[src/rtl/ay_pkg.sv]
// ay_pkg: shared constants for the AY-3-8910 (Capcom flavour) PSG model.
//   - register address map R0..R15
//   - envelope shape bit positions inside R13
//   - sound-tick prescaler ratios for tone and noise/envelope
//   - reg_mask(): per-register storage width, applied on CPU data writes
package ay_pkg;

    localparam logic [3:0] R_TONE_A_L  = 4'd0;
    localparam logic [3:0] R_TONE_A_H  = 4'd1;
    localparam logic [3:0] R_TONE_B_L  = 4'd2;
    localparam logic [3:0] R_TONE_B_H  = 4'd3;
    localparam logic [3:0] R_TONE_C_L  = 4'd4;
    localparam logic [3:0] R_TONE_C_H  = 4'd5;
    localparam logic [3:0] R_NOISE_PER = 4'd6;
    localparam logic [3:0] R_MIXER     = 4'd7;
    localparam logic [3:0] R_AMP_A     = 4'd8;
    localparam logic [3:0] R_AMP_B     = 4'd9;
    localparam logic [3:0] R_AMP_C     = 4'd10;
    localparam logic [3:0] R_ENV_L     = 4'd11;
    localparam logic [3:0] R_ENV_H     = 4'd12;
    localparam logic [3:0] R_ENV_SHAPE = 4'd13;
    localparam logic [3:0] R_IO_A      = 4'd14;
    localparam logic [3:0] R_IO_B      = 4'd15;

    // Envelope shape bits in R13
    localparam int ENV_HOLD = 0;
    localparam int ENV_ALT  = 1;
    localparam int ENV_ATT  = 2;
    localparam int ENV_CONT = 3;

    // Amplitude register bit that selects the envelope as level source
    localparam int AMP_ENV_BIT = 4;

    // Sound ticks per tone tick and per noise/envelope tick
    localparam int TONE_PRESC = 8;
    localparam int NE_PRESC   = 16;

    localparam int TP_W = 12;

    function automatic logic [7:0] reg_mask(input logic [3:0] r);
        case (r)
            R_TONE_A_H, R_TONE_B_H, R_TONE_C_H, R_ENV_SHAPE: return 8'h0F;
            R_NOISE_PER, R_AMP_A, R_AMP_B, R_AMP_C:          return 8'h1F;
            default:                                         return 8'hFF;
        endcase
    endfunction

    // One channel of the mixer: gate from tone/noise enables, then level select.
    function automatic logic [3:0] mix_level(input logic       tone,
                                             input logic       noise,
                                             input logic       tone_off,
                                             input logic       noise_off,
                                             input logic [4:0] amp,
                                             input logic [3:0] env);
        logic       gate;
        logic [3:0] lvl;
        gate = (tone | tone_off) & (noise | noise_off);
        lvl  = amp[AMP_ENV_BIT] ? env : amp[3:0];
        return gate ? lvl : 4'h0;
    endfunction

endpackage

[src/rtl/ay_tone_gen.sv]
// ay_tone_gen: one square-wave tone channel.
//   i_clk     system clock
//   i_rst_n   asynchronous active-low reset
//   i_tick    tone tick (one clk wide)
//   i_period  12-bit tone period; 0 behaves as 1
//   o_tone    square-wave output, toggles every max(period,1) tone ticks
module ay_tone_gen
    import ay_pkg::*;
(
    input  logic            i_clk,
    input  logic            i_rst_n,
    input  logic            i_tick,
    input  logic [TP_W-1:0] i_period,
    output logic            o_tone
);

    logic [TP_W-1:0] r_cnt;
    logic            r_tone;
    logic [TP_W:0]   w_cnt_nxt;
    logic [TP_W:0]   w_per_eff;

    assign w_cnt_nxt = {1'b0, r_cnt} + 1'b1;
    assign w_per_eff = (i_period == '0) ? {{TP_W{1'b0}}, 1'b1} : {1'b0, i_period};

    // The counter is never cleared by a period write; a shorter period simply
    // trips the >= compare on the next tick.
    always_ff @(posedge i_clk or negedge i_rst_n) begin
        if (!i_rst_n) begin
            r_cnt  <= '0;
            r_tone <= 1'b0;
        end else if (i_tick) begin
            if (w_cnt_nxt >= w_per_eff) begin
                r_cnt  <= '0;
                r_tone <= ~r_tone;
            end else begin
                r_cnt  <= w_cnt_nxt[TP_W-1:0];
            end
        end
    end

    assign o_tone = r_tone;

endmodule

[src/rtl/ay_3_8910_capcom.sv]
// ay_3_8910_capcom: AY-3-8910 programmable sound generator core.
//   clk        system clock, all logic on rising edge
//   reset_n    asynchronous active-low reset
//   sound_clk  PSG timebase level; each rising edge is one sound tick
//   din        CPU write data
//   adr        0 = address latch, 1 = data register
//   wr_n       write strobe, active-low
//   cs_n       chip select, active-low
//   A, B, C    registered 4-bit channel amplitudes
// Parameters: dump_regs (1 = trace register writes), id (chip index in trace).
// Optional macro AY_REG_TRACE_EN compiles the register-write trace; without it
// no trace logic exists and dump_regs is ignored.
module ay_3_8910_capcom
    import ay_pkg::*;
#(
    parameter int dump_regs = 0,
    parameter int id        = 0
) (
    input  logic       clk,
    input  logic       reset_n,
    input  logic       sound_clk,
    input  logic [7:0] din,
    input  logic       adr,
    input  logic       wr_n,
    input  logic       cs_n,
    output logic [3:0] A,
    output logic [3:0] B,
    output logic [3:0] C
);

    // sound_clk is asynchronous to clk: two-flop synchroniser, then edge detect
    logic r_snd_meta, r_snd_sync, r_snd_prev;
    logic w_snd_tick;
    // CPU write edge detector and register file
    logic       r_wr_q;
    logic       w_wr_act, w_wr_ev;
    logic [3:0] r_addr;
    logic [7:0] r_regs [16];
    // prescaler and derived ticks
    logic [3:0] r_presc;
    logic       w_tone_tick, w_ne_tick;
    // tone / noise / envelope
    logic [2:0]  w_tone;
    logic [4:0]  r_noise_cnt;
    logic [5:0]  w_noise_cnt_nxt, w_np_eff;
    logic [16:0] r_lfsr;
    logic [15:0] r_env_cnt;
    logic [16:0] w_env_cnt_nxt, w_ep_eff;
    logic        w_env_step, w_wr_shape;
    logic [3:0]  r_step, r_hold_val, w_env_val, w_shape;
    logic        r_att, r_hold;
    logic        w_unused_bits;

    always_ff @(posedge clk or negedge reset_n) begin
        if (!reset_n) begin
            r_snd_meta <= 1'b0;
            r_snd_sync <= 1'b0;
            r_snd_prev <= 1'b0;
        end else begin
            r_snd_meta <= sound_clk;
            r_snd_sync <= r_snd_meta;
            r_snd_prev <= r_snd_sync;
        end
    end
    assign w_snd_tick = r_snd_sync & ~r_snd_prev;

    // A strobe held low for many clocks is one write only.
    assign w_wr_act   = ~cs_n & ~wr_n;
    assign w_wr_ev    = w_wr_act & ~r_wr_q;
    assign w_wr_shape = w_wr_ev & adr & (r_addr == R_ENV_SHAPE);

    always_ff @(posedge clk or negedge reset_n) begin
        if (!reset_n) begin
            r_wr_q <= 1'b0;
            r_addr <= '0;
            for (int i = 0; i < 16; i++) r_regs[i] <= 8'h00;
        end else begin
            r_wr_q <= w_wr_act;
            if (w_wr_ev) begin
                if (!adr) begin
                    // Address writes with a non-zero upper nibble select another chip
                    if (din[7:4] == 4'h0) r_addr <= din[3:0];
                end else begin
                    r_regs[r_addr] <= din & reg_mask(r_addr);
                end
            end
        end
    end

    always_ff @(posedge clk or negedge reset_n) begin
        if (!reset_n) r_presc <= '0;
        else if (w_snd_tick) r_presc <= r_presc + 4'd1;
    end
    assign w_tone_tick = w_snd_tick && (r_presc[2:0] == 3'(TONE_PRESC - 1));
    assign w_ne_tick   = w_snd_tick && (r_presc == 4'(NE_PRESC - 1));

    ay_tone_gen u_tone_a (
        .i_clk(clk), .i_rst_n(reset_n), .i_tick(w_tone_tick),
        .i_period({r_regs[R_TONE_A_H][3:0], r_regs[R_TONE_A_L]}), .o_tone(w_tone[0])
    );
    ay_tone_gen u_tone_b (
        .i_clk(clk), .i_rst_n(reset_n), .i_tick(w_tone_tick),
        .i_period({r_regs[R_TONE_B_H][3:0], r_regs[R_TONE_B_L]}), .o_tone(w_tone[1])
    );
    ay_tone_gen u_tone_c (
        .i_clk(clk), .i_rst_n(reset_n), .i_tick(w_tone_tick),
        .i_period({r_regs[R_TONE_C_H][3:0], r_regs[R_TONE_C_L]}), .o_tone(w_tone[2])
    );

    // Noise: 17-bit LFSR, feedback bit0^bit3 entering at bit16
    assign w_noise_cnt_nxt = {1'b0, r_noise_cnt} + 6'd1;
    assign w_np_eff = (r_regs[R_NOISE_PER][4:0] == 5'd0) ? 6'd1
                                                          : {1'b0, r_regs[R_NOISE_PER][4:0]};
    always_ff @(posedge clk or negedge reset_n) begin
        if (!reset_n) begin
            r_noise_cnt <= '0;
            r_lfsr      <= 17'd1;
        end else if (w_ne_tick) begin
            if (w_noise_cnt_nxt >= w_np_eff) begin
                r_noise_cnt <= '0;
                r_lfsr      <= {r_lfsr[0] ^ r_lfsr[3], r_lfsr[16:1]};
            end else begin
                r_noise_cnt <= w_noise_cnt_nxt[4:0];
            end
        end
    end

    // Envelope
    assign w_shape       = r_regs[R_ENV_SHAPE][3:0];
    assign w_env_cnt_nxt = {1'b0, r_env_cnt} + 17'd1;
    assign w_ep_eff      = ({r_regs[R_ENV_H], r_regs[R_ENV_L]} == 16'd0) ? 17'd1
                           : {1'b0, r_regs[R_ENV_H], r_regs[R_ENV_L]};
    assign w_env_step    = w_ne_tick && (w_env_cnt_nxt >= w_ep_eff);
    assign w_env_val     = r_hold ? r_hold_val : (r_att ? r_step : ~r_step);

    always_ff @(posedge clk or negedge reset_n) begin
        if (!reset_n) begin
            r_env_cnt  <= '0;
            r_step     <= '0;
            r_att      <= 1'b0;
            r_hold     <= 1'b0;
            r_hold_val <= '0;
        end else begin
            if (w_ne_tick) begin
                r_env_cnt <= w_env_step ? 16'd0 : w_env_cnt_nxt[15:0];
            end
            // A shape write restarts the envelope and wins over a same-cycle step
            if (w_wr_shape) begin
                r_step <= '0;
                r_hold <= 1'b0;
                r_att  <= din[ENV_ATT];
            end else if (w_env_step && !r_hold) begin
                if (r_step != 4'hF) begin
                    r_step <= r_step + 4'd1;
                end else if (!w_shape[ENV_CONT]) begin
                    r_hold     <= 1'b1;
                    r_hold_val <= 4'h0;
                end else if (w_shape[ENV_HOLD]) begin
                    r_hold     <= 1'b1;
                    r_hold_val <= {4{r_att}} ^ {4{w_shape[ENV_ALT]}};
                end else begin
                    r_step <= '0;
                    if (w_shape[ENV_ALT]) r_att <= ~r_att;
                end
            end
        end
    end

    always_ff @(posedge clk or negedge reset_n) begin
        if (!reset_n) begin
            A <= '0;
            B <= '0;
            C <= '0;
        end else begin
            A <= mix_level(w_tone[0], r_lfsr[0], r_regs[R_MIXER][0], r_regs[R_MIXER][3],
                           r_regs[R_AMP_A][4:0], w_env_val);
            B <= mix_level(w_tone[1], r_lfsr[0], r_regs[R_MIXER][1], r_regs[R_MIXER][4],
                           r_regs[R_AMP_B][4:0], w_env_val);
            C <= mix_level(w_tone[2], r_lfsr[0], r_regs[R_MIXER][2], r_regs[R_MIXER][5],
                           r_regs[R_AMP_C][4:0], w_env_val);
        end
    end

    // Bits that are stored but never drive sound (masked to zero or I/O ports)
    assign w_unused_bits = ^{r_regs[R_TONE_A_H][7:4], r_regs[R_TONE_B_H][7:4],
                             r_regs[R_TONE_C_H][7:4], r_regs[R_NOISE_PER][7:5],
                             r_regs[R_MIXER][7:6], r_regs[R_AMP_A][7:5],
                             r_regs[R_AMP_B][7:5], r_regs[R_AMP_C][7:5],
                             r_regs[R_ENV_SHAPE][7:4], r_regs[R_IO_A], r_regs[R_IO_B]};

`ifdef AY_REG_TRACE_EN
    always_ff @(posedge clk) begin
        if (dump_regs != 0 && w_wr_ev && adr) begin
            $display("AY%0d: R%0d <= %02h", id, r_addr, din & reg_mask(r_addr));
        end
    end
`else
    localparam int lp_unused_cfg = dump_regs + id;
`endif

endmodule

[config.mk]
export PLATFORM = sky130hd
export DESIGN_NAME = ay_3_8910_capcom
export DESIGN_NICKNAME = d
export VERILOG_FILES = /design/src/rtl/ay_pkg.sv /design/src/rtl/ay_tone_gen.sv /design/src/rtl/ay_3_8910_capcom.sv
export SDC_FILE = /design/constraint.sdc
export NUM_CORES = 1
export LEC_CHECK = 0
export CAP_MARGIN = 20
export CORE_ASPECT_RATIO = 0.5
export CORE_MARGIN = 2
export CORE_UTILIZATION = 56
export DETAILED_ROUTE_END_ITERATION = 8
export PLACE_DENSITY = 0.74
export SLEW_MARGIN = 20
export SYNTH_ARGS = -nofsm -noshare
export SYNTH_HDL_FRONTEND = slang
export SYNTH_SLANG_ARGS = --single-unit
[constraint.sdc]
create_clock -name clk -period 2.9 [get_ports clk]
set_input_delay 0.58 -clock clk [delete_from_list [all_inputs] [get_ports clk]]
set_output_delay 0.58 -clock clk [all_outputs]
set_load 0.01 [all_outputs]
==> results of run 1 <==
sequential cells by signal (all words and copies together), names as in the netlist, 4 cells and up:
name and cells:
r_regs 81, r_lfsr 17, r_env_cnt 16, u_tone_a.r_cnt 12
u_tone_b.r_cnt 12, u_tone_c.r_cnt 12, r_noise_cnt 5, A 4
B 4, C 4, r_addr 4, r_presc 4
r_step 4
kinds of logic (layout without fill, tap and decap cells):
family / after synthesis / in the layout / synth area share (%)
DFF: 189 / 189 / 46.56
and+or+nand+nor: 322 / 322 / 15.28
AOI/OAI and AO/OA: 197 / 197 / 12.11
xor gates and xnor gates: 56 / 56 / 4.828
buffers and inverters: 104 / 218 / 4.076
muxes: 77 / 77 / 8.522
adders and majority gates: 70 / 70 / 8.621
power groups by stage:
| stage | logic [W] | clock network [W] | registers [W] |
|---|---|---|---|
| final | 0.00153 | 0.00250 | 0.00299 |
| after global routing | 0.00172 | 0.00264 | 0.00301 |
| after CTS | 0.00132 | 0.00252 | 0.00298 |
| after detailed placement | 0.00125 | 0 | 0.00303 |
| after global placement | 0.00121 | 0 | 0.00302 |
| after floorplan | 0.000809 | 0 | 0.00299 |
final cells by class:
type	instances	area, µm²	share of cell area [%]
Tap cell	234	292.8	2.353
Multi-Input combinational cell	722	5500	44.20
Clock inverter	10	152.6	1.227
Inverter	68	255.2	2.051
Clock buffer	20	466.7	3.750
Timing Repair Buffer	120	1044	8.385
Sequential cell	189	4733	38.04
per-stage QoR:
stage | power, W | util, % | area, µm² | setup TNS (ps) | cells
final | 0.007016 | 70.83 | 12440 | -1953 | 1363
after global routing | 0.007371 | 70.83 | 12440 | -7088 | 1363
after CTS | 0.006818 | 67.95 | 11940 | 0 | 1343
after detailed placement | 0.004282 | 63.16 | 11100 | -3380 | 1300
after global placement | 0.004221 | 63.16 | 11100 | -412.0 | 1300
after floorplan | 0.003803 | - | 10220 | 0 | 1015
final timing paths:
kind                       slack, ps               from                 to
max                             -150  u_tone_a.r_cnt[1]  u_tone_a.r_cnt[2]
min                               70            reset_n          r_step[1]
max reg2reg                     -150  u_tone_a.r_cnt[1]  u_tone_a.r_cnt[2]
min reg2reg                      370         r_snd_meta         r_snd_sync
max in group asynchronous       2030            reset_n       r_env_cnt[0]
min in group clk                 370         r_snd_meta         r_snd_sync
critical path, stage by stage (launching register included):
cell	delay, ps
dfrtp_1	390
ha_2	190
and3_4	160
and3_4	170
buf_4	140
xor2_1	210
ha_1	300
a21oi_2	220
nor2_4	60
a211oi_2	300
o31ai_4	150
or3_4	420
nor3b_2	180
a21o_1	110
metal layers:
metal  part of all wire [%]  routed length [µm]  GRT usage, %  vias up
met5                      0                   0             0        -
met4                    1.6                 400         7.870        0
met3                    3.6                 880         5.053       39
met2                     49               12030         42.57      186
met1                     45               11020         33.45     3959
li1                       -                   -             -     3763
cells in the final DEF (no fill, tap or decap), types with 14 or more instances in the layout:
cell type        Yosys  final
ha_1                70     65
inv_1               68     67
buf_4                0     82
xor2_1              30     28
nand2_1            143    140
a211oi_1            21     17
o21ai_0             88     62
nand3_1             42     33
o21ai_1              3     16
xnor2_1             26     21
a21o_1              18     18
dfrtp_1            188    186
a21oi_1             23     20
nor2_1              38     30
clkbuf_16            0     17
clkdlybuf4s50_1      0     24
mux2_2              76     76
and3_4               3     14
timing repair:
action | CTS | global route
pin swaps | 18 | 45
hold buffers | 0 | 0
setup buffers | 13 | 19
hold endpoints to repair | 0 | 0
setup endpoints to repair | 39 | 62
gates resized for setup | 26 | 98
gates cloned | 0 | 1
==> out/metrics.yaml, run 1 <==
status:
  status: "finished, violations left"
  violations: "negative setup slack"
timing:
  fin_crit_sh_pct: 105.3
  relSlewSlack_pct: 41.09
  holdWs_ps: 73.83
  finalCriticalPeriod_ps: 3054
  fin_ws_ps: -154.0
  drv_slew: 0
  final_hold_viol_count: 0
  fmax_mhz: 327.4
  clock_skew_ps: 9.911
  setup_viol: 28
  rsz0062_at_grt: "yes"
  tightest_slew_ps: 880.9
setup_path:
  worstPathMaxFanout: 7
  r2r_cells: 13
  crit_required_ps: 3280
  worstPathArrival_ps: 3430
  worstSetupPathType: "flop to flop"
  crit_path_end_kind: "flop"
  start_kind: "flop"
global_routing:
  grt_pass1_vias: 7917
  grt_pass1_wl_um: 38820
  grt_max_degree: 66
  antenna_found_initial: 0
  overflow: 0
  track_usage_pct: 25.27
final_layout:
  fillCellCount: 1177
  finalNetCount: 1202
  syn2layout_area_growth_pct: 22.49
  drive_above_1_share_pct: 26.66
  antenna_cells: 0
power_and_ir_drop:
  power_leakage_nw: 5.911
  pwr-share-clk_pct: 35.6
  p_sw_w: 0.002046
  ir_drop_v: 0.0004717
  seqPwrFrac_pct: 42.6
  combPwrFrac_pct: 21.8
  power.density_nw_per_um2: 563.8
  switching_share_pct: 29.16
  p_int_w: 0.004970
place:
  numPortBuffers: 25
  dpl.hpwl_um: 15330
  pre_cts_ws_ps: -224.3
  place_congestion: 0.8186
synth:
  synth_area_leaders: "dfrtp_1 46%, ha_1 8.6%, mux2_2 8.4%"
  synth_nets: 1099
  syn_area_per_cell_um2: 10.01
  ys_seq_elements: 189
  ys_top_cells_by_count: "188 x dfrtp_1, 143 x nand2_1, 88 x o21ai_0"
  synth_edf_count: 0
  async_flop_share_pct: 100.0
  ys.flop_type: "dfrtp_1"
  synth.most_common_cell: "dfrtp_1"
  synthDistinctLibCells: 62
  netlist_instances: 1015
  ys_seq_area_share_pct: 46.56
  ys.warnings.count: 0
  synth_area_leader_cell: "dfrtp_1"
  syn_area_um2: 10160
  synth_top_area_share_pct: 46.31
detailed_routing:
  drc: 0
  dr.pass1.iters: 7
  drt_wl_total_um: 24320
  drt_iter0_markers: 385
  vias: 7947
  drt.antenna.violating_nets: 0
  viasPerCell: 5.831
  detail_route.wl_per_cell_um: 17.85
cts:
  clk_latency_ps: 440
  cts_max_path_buffers: 2
  root_buffer: "clkbuf_16"
  cts_tree: "done"
  cts.sinks: 189
  cts_buffers: 17
  path_clk_slew_ps: 70
  ctsHtreeMaxLevel: 4
floorplan:
  boundaryPins: 26
  fp-row-count: 34
  coreArea_um2: 17570
  die_width_um: 194.5
  initial_core_util_pct: 57.83
  dieHeight_um: 99.25
  dieArea_um2: 19300
job:
  maxCapViolations: 0
min_path:
  min_path_type: "primary input to asynchronous set/reset pin"
No activity file was read; power rests on OpenSTA's default activity.
==> run 2: changes to the inputs <==
--- a/config.mk
+++ b/config.mk
@@ -9,6 +9,7 @@
 export CORE_ASPECT_RATIO = 0.5
 export CORE_MARGIN = 2
 export CORE_UTILIZATION = 56
+export CTS_CLUSTER_SIZE = 8
 export DETAILED_ROUTE_END_ITERATION = 8
 export PLACE_DENSITY = 0.74
 export SLEW_MARGIN = 20
==> results of run 2 <==
No change in the layout: final DEF, timing and power equal those of run 1.
==> run 3: changes to the inputs <==
==> constraint.sdc (replaced) <==
create_clock -name clk -period 2.9 [get_ports clk]
set_input_delay 0.58 -clock clk [delete_from_list [all_inputs] [get_ports clk]]
set_output_delay 0.58 -clock clk [all_outputs]
set_load 0.005 [all_outputs]
==> results of run 3 <==
The final DEF is identical to that of run 1. Status: finished, violations left: negative setup slack.
==> RTL edit 1: new RTL, flow settings as in run 3 <==
Register the inputs `wr_n` and `cs_n` before use. The logic sees them one clock later. The other inputs are not delayed to match.
--- a/src/rtl/ay_3_8910_capcom.sv
+++ b/src/rtl/ay_3_8910_capcom.sv
@@ -28,6 +28,14 @@
     output logic [3:0] C
 );
 
+    logic wr_n_q;
+    logic cs_n_q;
+
+    always_ff @(posedge clk) begin
+        wr_n_q <= wr_n;
+        cs_n_q <= cs_n;
+    end
+
     // sound_clk is asynchronous to clk: two-flop synchroniser, then edge detect
     logic r_snd_meta, r_snd_sync, r_snd_prev;
     logic w_snd_tick;
@@ -65,7 +73,7 @@
     assign w_snd_tick = r_snd_sync & ~r_snd_prev;
 
     // A strobe held low for many clocks is one write only.
-    assign w_wr_act   = ~cs_n & ~wr_n;
+    assign w_wr_act   = ~cs_n_q & ~wr_n_q;
     assign w_wr_ev    = w_wr_act & ~r_wr_q;
     assign w_wr_shape = w_wr_ev & adr & (r_addr == R_ENV_SHAPE);
 
Check against the original RTL: same outputs for any inputs over 4 cycles, from zero or initial values and one cycle with reset_n low; that may be too few to reach the edited logic, so the function may still have changed.
==> RTL edit 1 against run 3 <==
The run still ends with negative setup slack left. Routed wire length grew 1.3%. Sequential cell count grew 2. Final area grew 0.19%. Setup slack lost 85 ps. Area after synthesis grew 0.54%. Final cell count shrank 0.59%. Global-route usage grew 0.91 points. Count of clock-buffer cells in the layout shrank 2. Total power grew 4.3%. First-iteration DRC count grew 27%. Synthesized cell count shrank 0.49%. Combinational power grew 20%. Critical path type unchanged. Critical endpoint is now r_step[3].
==> RTL edit 1: results (changes against run 3) <==
metric	value	unit	change
worst slew pin tran	838.9	ps	-42.00 ps
Mean Syn Cell Area	10.11	um2	+1.0%
worst skew pair latency	440	ps	about the same
WP data arrival	3450	ps	+20 ps
DPL Wire Length	16300	um	+6.3%
Setup violations, final	22		-21%
failing checks	negative setup slack		
Inserted Clock Buffers	17		unchanged
vias in the first global route	8003		+1.1%
Tot GR Track Use	0.2617		+0.009067
placed cells	1306		+0.46%
commonest cells in the netlist	dfrtp_1 (188), nand2_1 (136), mux2_2 (75)		
Place WS	-234.6	ps	-10.25 ps
met3 Use GR	0.04917		-0.001356
Worst Path Max Fanout	8		+1
Synth top area share	0.4606		-0.002496
Worst VDD drop	0.5178	mV	+9.8%
share of cells above drive strength 1	0.2614		-0.005234
GR Util met1	0.3362		+0.001650
CTS H-tree lvls	4		unchanged
ant diodes	0		unchanged
M2 GR Usage	0.4536		+0.02788
Async SR Flop Fraction	0.9895		-0.01047
initial DRC count	488		+27%
DR pass1 iterations	4		-3
post-synthesis sequential area ratio	0.4671		+0.001410
worst reg-to-reg path cell count	15		+2
R2R Path Start	r_env_cnt[1]		
fillers	1213		+3.1%
LEAKAGE	5.857	nW	-0.92%
FF-to-FF End	r_step[3]		
gp weighted congestion	0.8850		+8.1%
nets	1192		-0.83%
top cells by area, synth	dfrtp_1 (46%), ha_1 (8.6%), mux2_2 (8.3%), nand2_1 (5.0%), o21ai_0 (3.3%)		
WL final	24630	um	+1.3%
clock skew	14.34	ps	+4.434 ps
cell area after placement	11290	um2	+1.7%
status	finished, violations left		
post-DR wirelength/cell	18.18	um	+1.9%
routed via count	7939		-0.10%
top flop regs	r_regs (81), r_lfsr (17), r_env_cnt (16)		
largest net degree at the start of global routing	75		+14%
Setup TNS	-3799	ps	-1846 ps
CTS clk-pin slew, worst paths	80	ps	
first-pass GRT wire length	40060	um	+3.2%
setup ws final	-239.3	ps	-85.34 ps
hold_ws	135.1	ps	+61.26 ps
Net Sw Power	2.257	mW	+10%
Mapped Nets	1094		-0.45%
[RTL edit 1: layout make-up]
type,count,area (um2),share of cell area
multi-input combinational,719,5517,0.4424
sequential,191,4777,0.3831
timing repair buffer,113,1008,0.08088
clock buffer,18,429.2,0.03442
tap,234,292.8,0.02348
inverter,66,247.7,0.01987
clock inverter,14,196.4,0.01576
[RTL edit 1: power by group through the flow]
| stage | Sequential (mW) | Clock [mW] | Combinational [mW] |
|---|---|---|---|
| after detailed placement | 3.04 | 0 | 1.49 |
| after global placement | 3.03 | 0 | 1.43 |
| after global routing | 3.03 | 2.63 | 2.00 |
| after floorplan | 3.01 | 0 | 0.942 |
| after CTS | 3.00 | 2.51 | 1.71 |
| final | 3.01 | 2.48 | 1.84 |
[RTL edit 1: how the worst max path moves through the flow]
| stage | cells past startpoint | to | slack, ps | start |
|---|---|---|---|---|
| after floorplan | 16 | r_env_cnt[10] | -70 | r_env_cnt[2] |
| after global placement | 15 | r_env_cnt[0] | -120 | r_env_cnt[3] |
| after detailed placement | 13 | r_step[2] | -230 | r_env_cnt[0] |
| after CTS | 14 | r_env_cnt[5] | -140 | r_env_cnt[0] |
| after global routing | 15 | r_step[2] | -390 | r_env_cnt[2] |
| final | 15 | r_step[3] | -240 | r_env_cnt[1] |
[RTL edit 1: kinds of logic (layout without fill, tap and decap cells)]
logic type,after synthesis,in the layout,synth area share
AO/OA/AOI/OAI,188,188,0.1226
XOR/XNOR,55,55,0.04789
adder cells (fa/ha/maj),70,70,0.08574
buffers and inverters,101,211,0.03871
flip-flops,191,191,0.4671
multiplexers,78,78,0.08562
AND/OR/NAND/NOR,327,328,0.1524
[RTL edit 1: worst max-delay path, stage by stage (launching register included)]
cell and delay, ps:
dfrtp_1 370, ha_2 180, and2_1 140, and4_1 230, and3_1 210, xor2_1 210
ha_1 280, nand4_1 190, inv_1 70, a221oi_2 260, a21oi_2 120, or2_4 290
buf_12 150, buf_4 150, o2111ai_1 70, a21oi_1 80
[RTL edit 1: routing by layer]
layer / share of wire / up-vias
li1: - / 3752
met1: 0.44 / 3971
met2: 0.50 / 177
met3: 0.042 / 39
met4: 0.021 / 0
met5: 0 / -
[RTL edit 1: timing repair]
item                                    in CTS  in global routing
gates cloned                                 2                  0
gates resized for setup                     36                 65
endpoints found under the setup margin      39                 79
pin swaps                                   19                 54
buffers inserted                             6                 10
==> RTL edit 2: new RTL, settings of run 3 <==
Without the edit above. Remove the register `C`: a continuous assignment takes its place, so the output `C` follows one clock earlier. Comments in the files are not updated.
--- a/src/rtl/ay_3_8910_capcom.sv
+++ b/src/rtl/ay_3_8910_capcom.sv
@@ -170,16 +170,15 @@
         if (!reset_n) begin
             A <= '0;
             B <= '0;
-            C <= '0;
         end else begin
             A <= mix_level(w_tone[0], r_lfsr[0], r_regs[R_MIXER][0], r_regs[R_MIXER][3],
                            r_regs[R_AMP_A][4:0], w_env_val);
             B <= mix_level(w_tone[1], r_lfsr[0], r_regs[R_MIXER][1], r_regs[R_MIXER][4],
                            r_regs[R_AMP_B][4:0], w_env_val);
-            C <= mix_level(w_tone[2], r_lfsr[0], r_regs[R_MIXER][2], r_regs[R_MIXER][5],
-                           r_regs[R_AMP_C][4:0], w_env_val);
-        end
-    end
+        end
+    end
+
+    assign C = mix_level(w_tone[2], r_lfsr[0], r_regs[R_MIXER][2], r_regs[R_MIXER][5], r_regs[R_AMP_C][4:0], w_env_val);
 
     // Bits that are stored but never drive sound (masked to zero or I/O ports)
     assign w_unused_bits = ^{r_regs[R_TONE_A_H][7:4], r_regs[R_TONE_B_H][7:4],
Function: no difference found for any inputs over 4 cycles, from zero or initial values and one cycle with reset_n low; that may be too few to reach the edited logic, so the function may still have changed.
==> RTL edit 2 against run 3 <==
The run still ends with negative setup slack left. Routed wire length rose by 2.5%. Sequential power fell by 1%. Sequential cell count fell by 4. Critical path depth did not move. Setup slack got worse by 160 ps. Largest cell class unchanged. Area after synthesis fell by 1.6%. Worst hold slack got worse by 25 ps. Total power fell by 0.40%. Critical path type unchanged. Final area rose by 0.17%.
==> RTL edit 2: results (changes against run 3) <==
metric	value	unit	change
status	finished, violations left		
failing checks	negative setup slack		
share of cells above drive strength 1	0.2688		+0.002153
setup ws final	-315.0	ps	-161.0 ps
Tot GR Track Use	0.2650		+0.01234
Setup violations, final	39		+39%
DPL Wire Length	15480	um	+0.96%
initial DRC count	444		+15%
Mean Syn Cell Area	9.934	um2	-0.76%
Place WS	-280.4	ps	-56.08 ps
gp weighted congestion	0.8582		+4.8%
fraction of the mapped netlist area in compound gates	0.1297		+0.008652
Worst Path Max Fanout	5		-2
post-synthesis sequential area ratio	0.4634		-0.002262
Worst VDD drop	0.4807	mV	+1.9%
cell area after placement	11090	um2	about the same
largest net degree at the start of global routing	82		+24%
routed via count	8013		+0.83%
nets	1217		+1.2%
Cell variety after synth	55		-11%
Fmax	311.0	MHz	-5.0%
xor/xnor share of the synthesized area	0.04820		-0.00007253
Setup TNS	-6232	ps	-4279 ps
WP data arrival	3550	ps	+120 ps
LEAKAGE	6.014	nW	+1.7%
fin cells	1380		+1.2%
first-pass GRT wire length	39460	um	+1.7%
hold_ws	48.67	ps	-25.17 ps
fillers	1185		+0.68%
mux contribution to synthesized area	0.08013		-0.005091
[RTL edit 2: cell count changes in the layout (fill, tap and decap cells not counted), moves of 5 or more]
cell,run 3,this run
mux2i_1,1,8
o21ai_1,16,21
a22o_1,0,11
dfrtp_1,186,179
nor2b_1,8,14
mux2_2,76,63
buf_4,82,102
nand3_1,33,28
nor3_1,8,14
[RTL edit 2: cell type report]
| class | instances | area [um2] | area share |
|---|---|---|---|
| Tap cell | 234 | 292.8 | 0.02349 |
| Sequential cell | 185 | 4637 | 0.3720 |
| Timing Repair Buffer | 140 | 1186 | 0.09515 |
| Clock buffer | 17 | 425.4 | 0.03413 |
| Clock inverter | 15 | 227.7 | 0.01827 |
| Inverter | 65 | 244.0 | 0.01957 |
| Multi-Input combinational cell | 724 | 5453 | 0.4374 |
[RTL edit 2: per-layer routing]
layer / share of wire / global-route usage
met5: 0 / 0
met4: 0.021 / 0.08508
met3: 0.048 / 0.05306
met2: 0.49 / 0.4356
met1: 0.44 / 0.3564
[RTL edit 2: critical path, stage by stage, from the launching register on]
cell and delay [ps]:
dfrtp_1 360, buf_4 130, nand2_4 60, nor4b_4 280, and3_4 270, nand3_4 90, xnor2_2 160, ha_1 320
o21a_1 190, o21a_1 170, a221oi_2 290, o211ai_2 190, or2_4 320, o31ai_1 290
[RTL edit 2: how the worst min path moves through the flow]
stage / from / endpoint / slack, ps / cells after the start
global placement: r_snd_meta / r_snd_sync / 340 / 0
floorplan: reset_n / A[0] / 280 / 0
global route: reset_n / u_tone_b.r_cnt[11] / 60 / 1
detailed placement: r_snd_meta / r_snd_sync / 340 / 0
finish: reset_n / u_tone_b.r_cnt[11] / 50 / 1
CTS: reset_n / u_tone_b.r_cnt[11] / 50 / 1
[RTL edit 2: cells by family (layout without fill, tap and decap cells)]
group	Yosys count	in the layout
flops	185	185
xor+xnor	55	55
simple gates	317	318
compound gates	208	209
mux	72	72
buf+inv	99	237
fa+ha+maj	70	70
[RTL edit 2: repair_timing]
item                                   4_1_cts  5_1_grt
pin swaps                                   14       43
endpoints found under the hold margin        0        0
gates cloned                                 3        1
gates resized for setup                     28       92
setup endpoints to repair                   32       62
buffers inserted                            14       22
[RTL edit 2: power by group]
| group | switching, mW | leakage [nW] | internal, mW |
|---|---|---|---|
| Combinational | 0.765 | 3.26 | 0.672 |
| Clock | 1.12 | 0.316 | 1.48 |
| Sequential | 0.173 | 2.43 | 2.78 |
